**config.mk**
```make
export PLATFORM = sky130hd
export DESIGN_NAME = adder_arbiter_flat
export DESIGN_NICKNAME = d
export VERILOG_FILES = /design/src/rtl/adder_arbiter_if.sv /design/src/rtl/adder_arbiter.sv /design/src/flat_wrapper.sv
export SDC_FILE = /design/constraint.sdc
export NUM_CORES = 1
export LEC_CHECK = 0
export CAP_MARGIN = 15
export CORE_MARGIN = 1.5
export CORE_UTILIZATION = 41
export CTS_CLUSTER_DIAMETER = 80
export DETAILED_ROUTE_END_ITERATION = 6
export HOLD_SLACK_MARGIN = 0.08
export PLACE_DENSITY = 0.87
export SETUP_SLACK_MARGIN = 0.2
export SLEW_MARGIN = 20
export SYNTH_ARGS = -nofsm -noshare
export SYNTH_HDL_FRONTEND = slang
export SYNTH_SLANG_ARGS = --single-unit
```
**constraint.sdc**
```tcl
create_clock -name clk -period 2.7 [get_ports clk]
set_input_delay 0.675 -clock clk [delete_from_list [all_inputs] [get_ports clk]]
set_output_delay 0.675 -clock clk [all_outputs]
set_load 0.03 [all_outputs]
```
**src/rtl/adder_arbiter_if.sv**
```systemverilog
// Requester and adder-side signal bundle for adder_arbiter.
// slave: arbiter side; master: requesters plus the adder.
interface adder_arbiter_if #(
    parameter int NUM_REQ = 4,
    parameter int DATA_W  = 8
) ();
    logic [NUM_REQ-1:0]        req_vld;
    logic [NUM_REQ*DATA_W-1:0] req_a;
    logic [NUM_REQ*DATA_W-1:0] req_b;
    logic [NUM_REQ-1:0]        req_rdy;
    logic [NUM_REQ-1:0]        rsp_vld;
    logic [DATA_W:0]           rsp_sum;
    logic                      add_vld;
    logic [DATA_W-1:0]         add_a;
    logic [DATA_W-1:0]         add_b;
    logic                      add_out_vld;
    logic [DATA_W:0]           add_sum;
    logic                      err;

    modport slave (
        input  req_vld, req_a, req_b,
        input  add_out_vld, add_sum,
        output req_rdy, rsp_vld, rsp_sum,
        output add_vld, add_a, add_b, err
    );

    modport master (
        output req_vld, req_a, req_b,
        output add_out_vld, add_sum,
        input  req_rdy, rsp_vld, rsp_sum,
        input  add_vld, add_a, add_b, err
    );
endinterface

```
**src/rtl/adder_arbiter.sv**
```systemverilog
// Round-robin sharing of one adder among NUM_REQ requesters,
// with in-order ID tracking to route each sum back to its source.
// Ports: clk, rst_n (async active-low), bus (adder_arbiter_if.slave).
// Option: ADDER_ARB_PRIO_EN gives requester 0 strict priority.
module adder_arbiter #(
    parameter int NUM_REQ = 4,
    parameter int DATA_W  = 8,
    parameter int MAX_OUT = 4
) (
    input logic            clk,
    input logic            rst_n,
    adder_arbiter_if.slave bus
);
    localparam int IW = $clog2(NUM_REQ);
    localparam int CW = $clog2(MAX_OUT + 1);
    localparam int PW = (MAX_OUT > 1) ? $clog2(MAX_OUT) : 1;

    logic [IW-1:0]      ptr;
    logic [IW-1:0]      gnt_id;
    logic               gnt;
    logic [NUM_REQ-1:0] rdy;
    logic [CW-1:0]      cnt;
    logic [IW-1:0]      fifo [MAX_OUT];
    logic [PW-1:0]      wr_ptr;
    logic [PW-1:0]      rd_ptr;
    logic               fifo_ne;
    logic               pop;
    logic               credit;

    function automatic logic [PW-1:0] inc(input logic [PW-1:0] p);
        return (p == PW'(MAX_OUT - 1)) ? '0 : p + 1'b1;
    endfunction

    // cnt mirrors FIFO occupancy, so it doubles as the empty flag
    assign fifo_ne = (cnt != '0);
    assign pop     = bus.add_out_vld & fifo_ne;
    // a return in this cycle frees a slot for a grant in this cycle
    assign credit  = (cnt < CW'(MAX_OUT)) | bus.add_out_vld;

    always_comb begin
        int idx;
        idx    = 0;
        gnt    = 1'b0;
        gnt_id = '0;
        rdy    = '0;
`ifdef ADDER_ARB_PRIO_EN
        if (credit && bus.req_vld[0]) begin
            gnt = 1'b1;
        end else if (credit) begin
            // rotate over 1..NUM_REQ-1 only
            for (int k = 1; k < NUM_REQ; k++) begin
                idx = ((int'(ptr) - 1 + k) % (NUM_REQ - 1)) + 1;
                if (!gnt && bus.req_vld[idx]) begin
                    gnt    = 1'b1;
                    gnt_id = IW'(idx);
                end
            end
        end
`else
        if (credit) begin
            for (int k = 1; k <= NUM_REQ; k++) begin
                idx = (int'(ptr) + k) % NUM_REQ;
                if (!gnt && bus.req_vld[idx]) begin
                    gnt    = 1'b1;
                    gnt_id = IW'(idx);
                end
            end
        end
`endif
        if (gnt) rdy[gnt_id] = 1'b1;
    end

    assign bus.req_rdy = rdy;

    always_ff @(posedge clk or negedge rst_n) begin
        if (!rst_n) begin
            ptr <= IW'(NUM_REQ - 1);
        end else begin
`ifdef ADDER_ARB_PRIO_EN
            if (gnt && gnt_id != '0) ptr <= gnt_id;
`else
            if (gnt) ptr <= gnt_id;
`endif
        end
    end

    always_ff @(posedge clk or negedge rst_n) begin
        if (!rst_n) begin
            cnt    <= '0;
            wr_ptr <= '0;
            rd_ptr <= '0;
            for (int i = 0; i < MAX_OUT; i++) fifo[i] <= '0;
        end else begin
            if (gnt && !pop)      cnt <= cnt + 1'b1;
            else if (!gnt && pop) cnt <= cnt - 1'b1;
            if (gnt) begin
                fifo[wr_ptr] <= gnt_id;
                wr_ptr       <= inc(wr_ptr);
            end
            if (pop) rd_ptr <= inc(rd_ptr);
        end
    end

    always_ff @(posedge clk or negedge rst_n) begin
        if (!rst_n) begin
            bus.add_vld <= 1'b0;
            bus.add_a   <= '0;
            bus.add_b   <= '0;
        end else begin
            bus.add_vld <= gnt;
            if (gnt) begin
                bus.add_a <= bus.req_a[gnt_id*DATA_W +: DATA_W];
                bus.add_b <= bus.req_b[gnt_id*DATA_W +: DATA_W];
            end
        end
    end

    always_ff @(posedge clk or negedge rst_n) begin
        if (!rst_n) begin
            bus.rsp_vld <= '0;
            bus.rsp_sum <= '0;
            bus.err     <= 1'b0;
        end else begin
            bus.rsp_vld <= '0;
            if (pop) begin
                bus.rsp_vld <= NUM_REQ'(1) << fifo[rd_ptr];
                bus.rsp_sum <= bus.add_sum;
            end
            // a return with nothing outstanding is sticky
            if (bus.add_out_vld && !fifo_ne) bus.err <= 1'b1;
        end
    end
endmodule

```
**src/flat_wrapper.sv**
```systemverilog
// flat-port wrapper written by rule: the top's interface ports become plain ports
module adder_arbiter_flat 
#(
    parameter int NUM_REQ = 4,
    parameter int DATA_W  = 8,
    parameter int MAX_OUT = 4
)
  (clk, rst_n, bus_req_vld, bus_req_a, bus_req_b, bus_add_out_vld, bus_add_sum, bus_req_rdy, bus_rsp_vld, bus_rsp_sum, bus_add_vld, bus_add_a, bus_add_b, bus_err);
  adder_arbiter_if #(.NUM_REQ(NUM_REQ), .DATA_W(DATA_W)) bus_i ();
  input logic clk;
  input logic rst_n;
  input wire logic [$bits(bus_i.req_vld)-1:0] bus_req_vld;
  input wire logic [$bits(bus_i.req_a)-1:0] bus_req_a;
  input wire logic [$bits(bus_i.req_b)-1:0] bus_req_b;
  input wire logic [$bits(bus_i.add_out_vld)-1:0] bus_add_out_vld;
  input wire logic [$bits(bus_i.add_sum)-1:0] bus_add_sum;
  output wire logic [$bits(bus_i.req_rdy)-1:0] bus_req_rdy;
  output wire logic [$bits(bus_i.rsp_vld)-1:0] bus_rsp_vld;
  output wire logic [$bits(bus_i.rsp_sum)-1:0] bus_rsp_sum;
  output wire logic [$bits(bus_i.add_vld)-1:0] bus_add_vld;
  output wire logic [$bits(bus_i.add_a)-1:0] bus_add_a;
  output wire logic [$bits(bus_i.add_b)-1:0] bus_add_b;
  output wire logic [$bits(bus_i.err)-1:0] bus_err;
  assign bus_i.req_vld = bus_req_vld;
  assign bus_i.req_a = bus_req_a;
  assign bus_i.req_b = bus_req_b;
  assign bus_i.add_out_vld = bus_add_out_vld;
  assign bus_i.add_sum = bus_add_sum;
  assign bus_req_rdy = bus_i.req_rdy;
  assign bus_rsp_vld = bus_i.rsp_vld;
  assign bus_rsp_sum = bus_i.rsp_sum;
  assign bus_add_vld = bus_i.add_vld;
  assign bus_add_a = bus_i.add_a;
  assign bus_add_b = bus_i.add_b;
  assign bus_err = bus_i.err;
  adder_arbiter #(.NUM_REQ(NUM_REQ), .DATA_W(DATA_W), .MAX_OUT(MAX_OUT)) u_core (.clk(clk), .rst_n(rst_n), .bus(bus_i));
endmodule
```
==> load_flow_metrics.sql <==
INSERT INTO impl_metrics (metric_group, metric, value, unit) VALUES
('logic_synthesis', 'share_of_the_synthesized_area_in_the_top_cell_type', '0.469', ''),
('worst_setup_path', 'startpoint_type', 'flip-flop', ''),
('clock_tree', 'cts_max_level', '2', ''),
('grt', 'antenna_violations_before_repair', '0', ''),
('grt', 'grt_overflow_total', '0', ''),
('sta', 'max_slew_margin', '0.688', ''),
('min_path', 'hold_path_class', 'in2async', ''),
('finish', 'synthToLayoutAreaGrowth', '62.8', '%'),
('die', 'placementRows', '27', ''),
('worst_setup_path', 'timing.setup.critical_path_class', 'reg2out', ''),
('logic_synthesis', 'post_synth_inst_count', '230', ''),
('finish', 'diodes', '0', ''),
('logic_synthesis', 'synthesis.nets', '317', ''),
('drt', 'routed_wire_per_std_cell', '16.7', 'um'),
('worst_setup_path', 'cp_data_required_time', '2.03', 'ns'),
('drt', 'firstDrtPassIters', '4', ''),
('die', 'floorplan.die_area', '0.00646', 'sq mm'),
('worst_setup_path', 'timing.critical_path.arrival', '1.85', 'ns'),
('drt', 'route.detailed.vias_per_inst', '5.13', ''),
('drt', 'first_iter_violations', '75', ''),
('pwr', 'ir_worst_vdd', '0.538', 'mV'),
('pwr', 'totalPowerFinal', '4.30', 'mW'),
('sta', 'fin_skew', '0.0103', 'ns'),
('finish', 'mostFrequentLayoutCell', 'clkdlybuf4s50_1', ''),
('finish', 'fraction_of_layout_instances_using_a_drive_strength_above_1', '0.200', ''),
('place', 'finalWeightedCongestion', '0.839', ''),
('die', 'pin_count', '115', ''),
('sta', 'fin_worst_hold_slack', '0.304', 'ns'),
('drt', 'wl_met3', '336', 'um'),
('clock_tree', 'numClockSinks', '48', ''),
('logic_synthesis', 'synth_compound_area_frac', '0.0887', ''),
('worst_setup_path', 'end_kind', 'output pin', ''),
('grt', 'global_route_wire_length_before_repair', '11400', 'um'),
('logic_synthesis', 'synthesis.area', '0.00245', 'sq mm'),
('clock_tree', 'cts-buffers-inserted', '5', ''),
('logic_synthesis', 'synth_area_leaders', 'dfrtp_1 (47%), mux2i_1 (13%), nand2_1 (8.0%)', ''),
('logic_synthesis', 'synthAdderAreaFrac', '0.0388', ''),
('clock_tree', 'clk_transition_reported_paths', '0.09', 'ns'),
('sta', 'rsz0062_at_grt', 'true', ''),
('drt', 'dr_total_vias', '2267', ''),
('sta', 'max_clock_freq', '0.396', 'GHz'),
('drt', 'm1WireLength', '3020', 'um'),
('clock_tree', 'cts-root-to-sink-buffers', '2', ''),
('finish', 'final_net_count', '456', ''),
('logic_synthesis', 'synth-seq-area-share', '0.491', ''),
('clock_tree', 'root_buffer', 'clkbuf_8', ''),
('drt', 'detailed_routed_wire_length_on_met2', '3880', 'um'),
('logic_synthesis', 'synth.area.mux_share', '0.194', ''),
('finish', 'mostFrequentLayoutCells', 'clkdlybuf4s50_1 (104), nand2_1 (50), dfrtp_1 (46)', ''),
('sta', 'timing.final.setup_violations', '0', ''),
('sta', 'finalSetupTns', '0', 'ns'),
('finish', 'finalCoreUtilization', '0.708', ''),
('place', 'dpl-instance-area', '0.00379', 'sq mm'),
('outcome', 'outcome', 'complete, no violations', ''),
('worst_setup_path', 'crit_path_max_fanout', '4', ''),
('sta', 'layout_setup_ws', '0.176', 'ns'),
('finish', 'final.fill_count', '407', ''),
('die', 'initial_core_util', '0.435', ''),
('sta', 'hold_violations', '0', ''),
('logic_synthesis', 'yosys_warnings', '0', ''),
('die', 'core_region_area', '0.00564', 'sq mm'),
('clock_tree', 'worst_skew_late_latency', '0.31', 'ns'),
('sta', 'timing.final.crit_share', '0.935', ''),
('logic_synthesis', 'synthXorXnorAreaFrac', '0.0107', ''),
('grt', 'grt_pass1_vias', '2407', ''),
('place', 'post-place-cells', '428', ''),
('sta', 'maxSlewViolCount', '0', ''),
('drt', 'drc', '0', ''),
('pwr', 'leakage', '1.83', 'nW'),
('logic_synthesis', 'yosysTopAreaCell', 'dfrtp_1', ''),
('grt', 'globalRouteTotalUtil', '0.230', '');
-- path summary, 6_finish.rpt --
kind / depth (start not counted) / slack [ns] / to / from
setup / recovery: 6 / 0.18 / bus_req_rdy[1] / u_core.ptr[1]
hold / removal: 1 / 0.30 / u_core.bus.rsp_vld[1] / rst_n
setup reg to reg: 8 / 0.54 / u_core.bus.add_b[1] / u_core.ptr[1]
hold reg to reg: 1 / 0.47 / u_core.bus.err / u_core.bus.err
max in group asynchronous: 2 / 1.71 / u_core.ptr[0] / rst_n
min in group clk: 1 / 0.47 / u_core.bus.err / u_core.bus.err
-- synthesized netlist by cell type, drive strengths merged --
master,n
ha,6
inv,7
o221ai,10
a21oi,2
nor3,4
or3,2
mux4,2
buf,4
o22ai,1
and3,1
a221oi,6
nand2,52
nor2b,1
nand2b,4
xnor2,1
a21o,2
nor3b,1
mux2i,33
a211oi,1
dfrtp,46
xor2,2
nor2,18
fa,1
clkbuf,6
dfstp,2
a21bo,1
o21ai,5
mux2,9
-- layout make-up --
type | instances | area, sq um | share of cell area
Sequential cell | 48 | 1200 | 0.301
Timing Repair Buffer | 142 | 1330 | 0.334
Multi-Input combinational cell | 165 | 1250 | 0.314
Tap cell | 72 | 90.1 | 0.0226
Clock buffer | 6 | 72.6 | 0.0182
Clock inverter | 2 | 12.5 | 0.00313
Inverter | 7 | 26.3 | 0.00658
-- state kept, by name, summed over array words and instances (netlist names) --
register and count:
u_core.fifo 8, u_core.rd_ptr 2, u_core.ptr 2, u_core.bus.add_vld 1, u_core.bus.rsp_vld 4, u_core.bus.rsp_sum 9
u_core.wr_ptr 2, u_core.bus.add_a 8, u_core.bus.add_b 8, u_core.cnt 3, u_core.bus.err 1
-- kinds of logic after synthesis --
family	count (synthesis)
flops	48
compound gates	28
xor+xnor	3
fa+ha+maj	7
mux	44
simple gates	83
buf+inv	17
-- per-layer routing --
layer,GRT usage,up-vias
li1,-,1078
met1,0.280,1116
met2,0.408,61
met3,0.0318,12
met4,0.0897,0
met5,0,-
-- critical path: stages, from the launching register on --
cell and delay, ns:
dfstp_2 0.57, mux2i_2 0.27, o22ai_4 0.12, buf_6 0.14, o21ai_4 0.22, nor2_2 0.08, buf_6 0.14
-- where the power goes --
group          leakage, nW  switching (mW)  internal [mW]
logic                 1.22            1.37           1.21
clock network       0.0412           0.245          0.181
registers            0.576           0.226           1.06
-- repair_timing --
item,CTS,global route
resized for setup,31,4
buffers inserted,3,3
hold buffers,0,0
pin swaps,5,8
endpoints found under the setup margin,4,4
Power figures use the tool's default switching activity.
